**src/rtl/univ_shift_reg_n.sv**
```systemverilog
// WIDTH-bit universal shift register: hold/shift/rotate/arith/load/clear, one bit per clock,
// valid/ready command handshake with done pulse. Define SHREG_OVF_EN to add the sticky ovf output.
module univ_shift_reg_n #(
  parameter int unsigned WIDTH = 8,
  parameter int unsigned CNT_W = $clog2(WIDTH + 1)
) (
  input  logic             clk,
  input  logic             CLRb,
  input  logic [WIDTH-1:0] D,
  input  logic [2:0]       mode,
  input  logic [CNT_W-1:0] amount,
  input  logic             cmd_valid,
  output logic             cmd_ready,
  input  logic             SDR,
  input  logic             SDL,
  output logic [WIDTH-1:0] Q,
  output logic             SOR,
  output logic             SOL,
  output logic             done
`ifdef SHREG_OVF_EN
  ,
  output logic             ovf
`endif
);

  localparam logic [2:0] MODE_HOLD = 3'b000;
  localparam logic [2:0] MODE_SHR  = 3'b001;
  localparam logic [2:0] MODE_SHL  = 3'b010;
  localparam logic [2:0] MODE_LOAD = 3'b011;
  localparam logic [2:0] MODE_ROR  = 3'b100;
  localparam logic [2:0] MODE_ROL  = 3'b101;
  localparam logic [2:0] MODE_ASR  = 3'b110;
  localparam logic [2:0] MODE_CLR  = 3'b111;

  typedef enum logic {
    S_IDLE = 1'b0,
    S_RUN  = 1'b1
  } state_t;

  state_t           r_state;
  state_t           w_state_nxt;
  logic [2:0]       r_mode;
  logic [2:0]       w_mode_nxt;
  logic [CNT_W-1:0] r_cnt;
  logic [CNT_W-1:0] w_cnt_nxt;
  logic [WIDTH-1:0] r_q;
  logic [WIDTH-1:0] w_q_nxt;
  logic             r_done;
  logic             w_done_nxt;
  logic             w_accept;
  logic             w_step;
  logic [2:0]       w_step_mode;

  // Modes that consume amount and advance one bit per edge.
  function automatic logic f_is_step(input logic [2:0] m);
    return (m == MODE_SHR) || (m == MODE_SHL) || (m == MODE_ROR) ||
           (m == MODE_ROL) || (m == MODE_ASR);
  endfunction

  function automatic logic [WIDTH-1:0] f_step(input logic [2:0]       m,
                                               input logic [WIDTH-1:0] q,
                                               input logic             sdr,
                                               input logic             sdl);
    logic [WIDTH-1:0] res;
    case (m)
      MODE_SHR: res = {sdr, q[WIDTH-1:1]};
      MODE_SHL: res = {q[WIDTH-2:0], sdl};
      MODE_ROR: res = {q[0], q[WIDTH-1:1]};
      MODE_ROL: res = {q[WIDTH-2:0], q[WIDTH-1]};
      MODE_ASR: res = {q[WIDTH-1], q[WIDTH-1:1]};
      default:  res = q;
    endcase
    return res;
  endfunction

  assign cmd_ready = (r_state == S_IDLE);
  assign w_accept  = cmd_valid && cmd_ready;
  assign Q         = r_q;
  assign SOR       = r_q[0];
  assign SOL       = r_q[WIDTH-1];
  assign done      = r_done;

  always_ff @(posedge clk or negedge CLRb) begin
    if (!CLRb) begin
      r_state <= S_IDLE;
      r_mode  <= MODE_HOLD;
      r_cnt   <= '0;
      r_q     <= '0;
      r_done  <= 1'b0;
    end else begin
      r_state <= w_state_nxt;
      r_mode  <= w_mode_nxt;
      r_cnt   <= w_cnt_nxt;
      r_q     <= w_q_nxt;
      r_done  <= w_done_nxt;
    end
  end

  // Accept edge executes the first step itself; RUN covers the remaining amount-1 steps.
  always_comb begin
    w_state_nxt = r_state;
    w_mode_nxt  = r_mode;
    w_cnt_nxt   = r_cnt;
    w_q_nxt     = r_q;
    w_done_nxt  = 1'b0;
    w_step      = 1'b0;
    w_step_mode = r_mode;
    case (r_state)
      S_IDLE: begin
        if (w_accept) begin
          w_mode_nxt  = mode;
          w_step_mode = mode;
          if (f_is_step(mode)) begin
            if (amount == '0) begin
              w_done_nxt = 1'b1;
            end else begin
              w_step = 1'b1;
              if (amount == CNT_W'(1)) begin
                w_done_nxt = 1'b1;
              end else begin
                w_cnt_nxt   = CNT_W'(amount - CNT_W'(1));
                w_state_nxt = S_RUN;
              end
            end
          end else begin
            w_done_nxt = 1'b1;
            if (mode == MODE_LOAD) begin
              w_q_nxt = D;
            end else if (mode == MODE_CLR) begin
              w_q_nxt = '0;
            end
          end
        end
      end
      S_RUN: begin
        w_step    = 1'b1;
        w_cnt_nxt = CNT_W'(r_cnt - CNT_W'(1));
        if (r_cnt == CNT_W'(1)) begin
          w_state_nxt = S_IDLE;
          w_done_nxt  = 1'b1;
        end
      end
    endcase
    if (w_step) begin
      w_q_nxt = f_step(w_step_mode, r_q, SDR, SDL);
    end
  end

`ifdef SHREG_OVF_EN
  logic r_ovf;
  logic w_ovf_nxt;

  // Bit lost off the end of the register for the non-circular shifts.
  function automatic logic f_spill(input logic [2:0] m, input logic [WIDTH-1:0] q);
    logic res;
    case (m)
      MODE_SHL:           res = q[WIDTH-1];
      MODE_SHR, MODE_ASR: res = q[0];
      default:            res = 1'b0;
    endcase
    return res;
  endfunction

  assign ovf = r_ovf;

  // Cleared by any accept, but a spill on that same edge wins.
  always_comb begin
    w_ovf_nxt = r_ovf;
    if (w_accept) begin
      w_ovf_nxt = 1'b0;
    end
    if (w_step && f_spill(w_step_mode, r_q)) begin
      w_ovf_nxt = 1'b1;
    end
  end

  always_ff @(posedge clk or negedge CLRb) begin
    if (!CLRb) begin
      r_ovf <= 1'b0;
    end else begin
      r_ovf <= w_ovf_nxt;
    end
  end
`endif

endmodule

```
**config.mk**
```make
export PLATFORM = sky130hd
export DESIGN_NAME = univ_shift_reg_n
export DESIGN_NICKNAME = d
export VERILOG_FILES = /design/src/rtl/univ_shift_reg_n.sv
export SDC_FILE = /design/constraint.sdc
export NUM_CORES = 1
export LEC_CHECK = 0
export CELL_PAD_IN_SITES_DETAIL_PLACEMENT = 0
export CELL_PAD_IN_SITES_GLOBAL_PLACEMENT = 1
export CORE_ASPECT_RATIO = 0.7
export CORE_UTILIZATION = 40
export CTS_BUF_LIST = sky130_fd_sc_hd__clkbuf_4 sky130_fd_sc_hd__clkbuf_8 sky130_fd_sc_hd__clkbuf_16
export CTS_CLUSTER_SIZE = 24
export DETAILED_ROUTE_END_ITERATION = 10
export HOLD_SLACK_MARGIN = 0.15
export PLACE_DENSITY = 0.92
export SLEW_MARGIN = 25
export SYNTH_ARGS = -nofsm -noshare
export SYNTH_HDL_FRONTEND = slang
export SYNTH_SLANG_ARGS = --single-unit
```
**constraint.sdc**
```tcl
create_clock -name clk -period 2.5 [get_ports clk]
set_input_delay 0.375 -clock clk [delete_from_list [all_inputs] [get_ports clk]]
set_output_delay 0.375 -clock clk [all_outputs]
set_load 0.005 [all_outputs]
```
==> results.cfg <==
[floorplanning]
start_util = 0.420
io_pins = 32
dieArea_um2 = 3570
die_w_um = 71.0
core_region_area_um2 = 3170
rows = 17
die_y_um = 50.3

[final_layout]
area_delta_synth_final_pct = 32.5
layout.nets = 213
multi_input_area_um2 = 808
regArea_um2 = 425
diodes = 0
finalNonFillerCells = 226
drive_above_1_share = 0.149
utilization = 0.557
fillers = 281

[global_routing]
overflow = 0
grt_use_met3 = 0.0321
grt_pass1_vias = 1250
grt_max_degree = 18
antenna_found_initial = 0
grt_usage = 0.214
grt_pass1_wl_mm = 5.91
use_met1 = 0.299
top_usage_layer = met2
grt_use_met2 = 0.343

[setup_path]
cp-start-kind = input pin
crit_required_ns = 2.64
arrival_ns = 2.41
crit_type = input pin to register
endpoint_kind = register
reg2reg_depth = 5
critPathMaxFanout = 9

[cts]
cts_tree = done
clockRootBuffer = clkbuf_8
clk_pin_slew_ns = 0.07
htreeDepth = 1
numCtsBuffers = 3
cts_sinks = 17
clockBufferDepth = 2
ctsResizeCount = 0
post_cts_buffers = 0
clk_latency_ns = 0.26
hold_buffers = 0

[timing]
finalHoldViolCount = 0
report.final.slew_viol_count = 0
tightest_slew_ns = 0.786
fin_ws_ns = 0.232
fin_tns_setup_ns = 0
rsz0062_at_grt = false
clock_skew_ns = 0.00340
finalCritPeriodShare = 0.907
fmaxAchievable_ghz = 0.441
finalSetupViolCount = 0
max_slew_margin = 0.475
fin_crit_ns = 2.27

[min_path]
hold_path_depth = 1
hold_path.class = register to register

[synth]
ys_types = 47
ys_seq_area_frac = 0.319
synth_top_area_share = 0.319
synthTopCellsByCount = dfrtp_1 (17), nand2_1 (17), nor2_1 (12)
syn_nets = 172
synth_cells = 148
synth_edf_count = 0
yosysWarnings = 0
syn_area_um2 = 1330
ys_seq_elements = 17
post-synth-top-area-cell = dfrtp_1
synth_top_flop_cell = dfrtp_1
async_flop_share = 1.00
avgSynthCellArea_um2 = 9.00
synth_area_leaders = dfrtp_1 (32%), mux2_1 (5.1%), nand2_1 (4.8%), a221o_1 (4.5%), ha_1 (3.8%)

[status]
violations = DRC
outcome = finished with violations

[pwr]
leakagePower_uw = 0.000781
power_uw = 1790
vdd_drop_max_mv = 0.325
p_per_area_nw_per_um2 = 1020

[placed_design]
portBuffers = 31
dp.cells = 222
gp_congestion = 0.872
dpl_worst_slack_ns = -0.0327
hpwl_mm = 2.77

[run]
maxCapViolations = 0

[detailed_routing]
via_per_inst = 5.74
via_count = 1298
first_pass_iters = 10
wire_per_inst_um = 15.6
dr.first_iter.drc_count = 145
ant_nets = 0
wl_mm = 3.52
drc = 2
placed cells by master (no fill, tap or decap), types with 5 or more instances in the layout:
cell type         n
mux2_1            6
inv_1             8
nor2_1           12
buf_4            13
clkdlybuf4s50_1  31
dfrtp_1          17
nand3_1           5
nand2_1          17
a221o_1           6
nand2b_1          5
o21ai_0           6
mux2i_1           5
final timing paths:
kind / startpoint / end / slack [ns]
min: Q[2] / Q[2] / 0.57
min reg2reg: Q[2] / Q[2] / 0.57
max reg2reg: r_state / Q[7] / 0.34
min in group asynchronous: CLRb / r_cnt[1] / 0.58
max in group asynchronous: CLRb / Q[3] / 1.44
max: amount[0] / Q[3] / 0.23
worst max-delay path, cell delays in order:
cell             delay, ns
clkdlybuf4s50_1       0.41
inv_1                 0.10
ha_1                  0.19
or3b_4                0.43
a31oi_1               0.19
o21a_2                0.24
nor2_1                0.14
a221o_1               0.32
stage by stage:
| stage | hold slack, ns | cell area (µm²) |
|---|---|---|
| after floorplan | 0.0794 | 1330 |
| after global placement | 0.540 | 1720 |
| after detailed placement | 0.560 | 1720 |
| after CTS | 0.576 | 1770 |
| after global routing | 0.611 | 1770 |
| final | 0.573 | 1770 |
registers in the layout, summed over array words and instances (netlist names):
register  count
done          1
r_mode        3
Q             8
r_state       1
r_cnt         4
metal layers:
layer  share of wire  vias up
met5               0        -
li1                -      611
met1            0.48      626
met2            0.45       55
met3           0.056        6
met4           0.015        0
where the power goes:
group          internal [µW]  leakage, µW  total, µW  switching [µW]
Combinational            561     0.000545       1020             464
Clock                    111    0.0000255        210            99.6
Sequential               395     0.000211        557             162
Total                   1070     0.000781       1790             726
layout make-up:
type                            count  area share
Clock inverter                      1     0.00283
Inverter                            8      0.0170
Sequential cell                    17       0.241
Tap cell                           38      0.0269
Clock buffer                        3      0.0234
Timing Repair Buffer               44       0.231
Multi-Input combinational cell    115       0.458
cells by family after synthesis:
group                    after synthesis  synth area share
multiplexers                          15             0.124
XOR/XNOR                               4            0.0263
adder cells (fa/ha/maj)                4            0.0376
AO/OA/AOI/OAI                         33             0.188
flip-flops                            17             0.319
AND/OR/NAND/NOR                       59             0.231
buffers and inverters                 16            0.0742
Note: power is estimated with default switching activity, not from simulation.
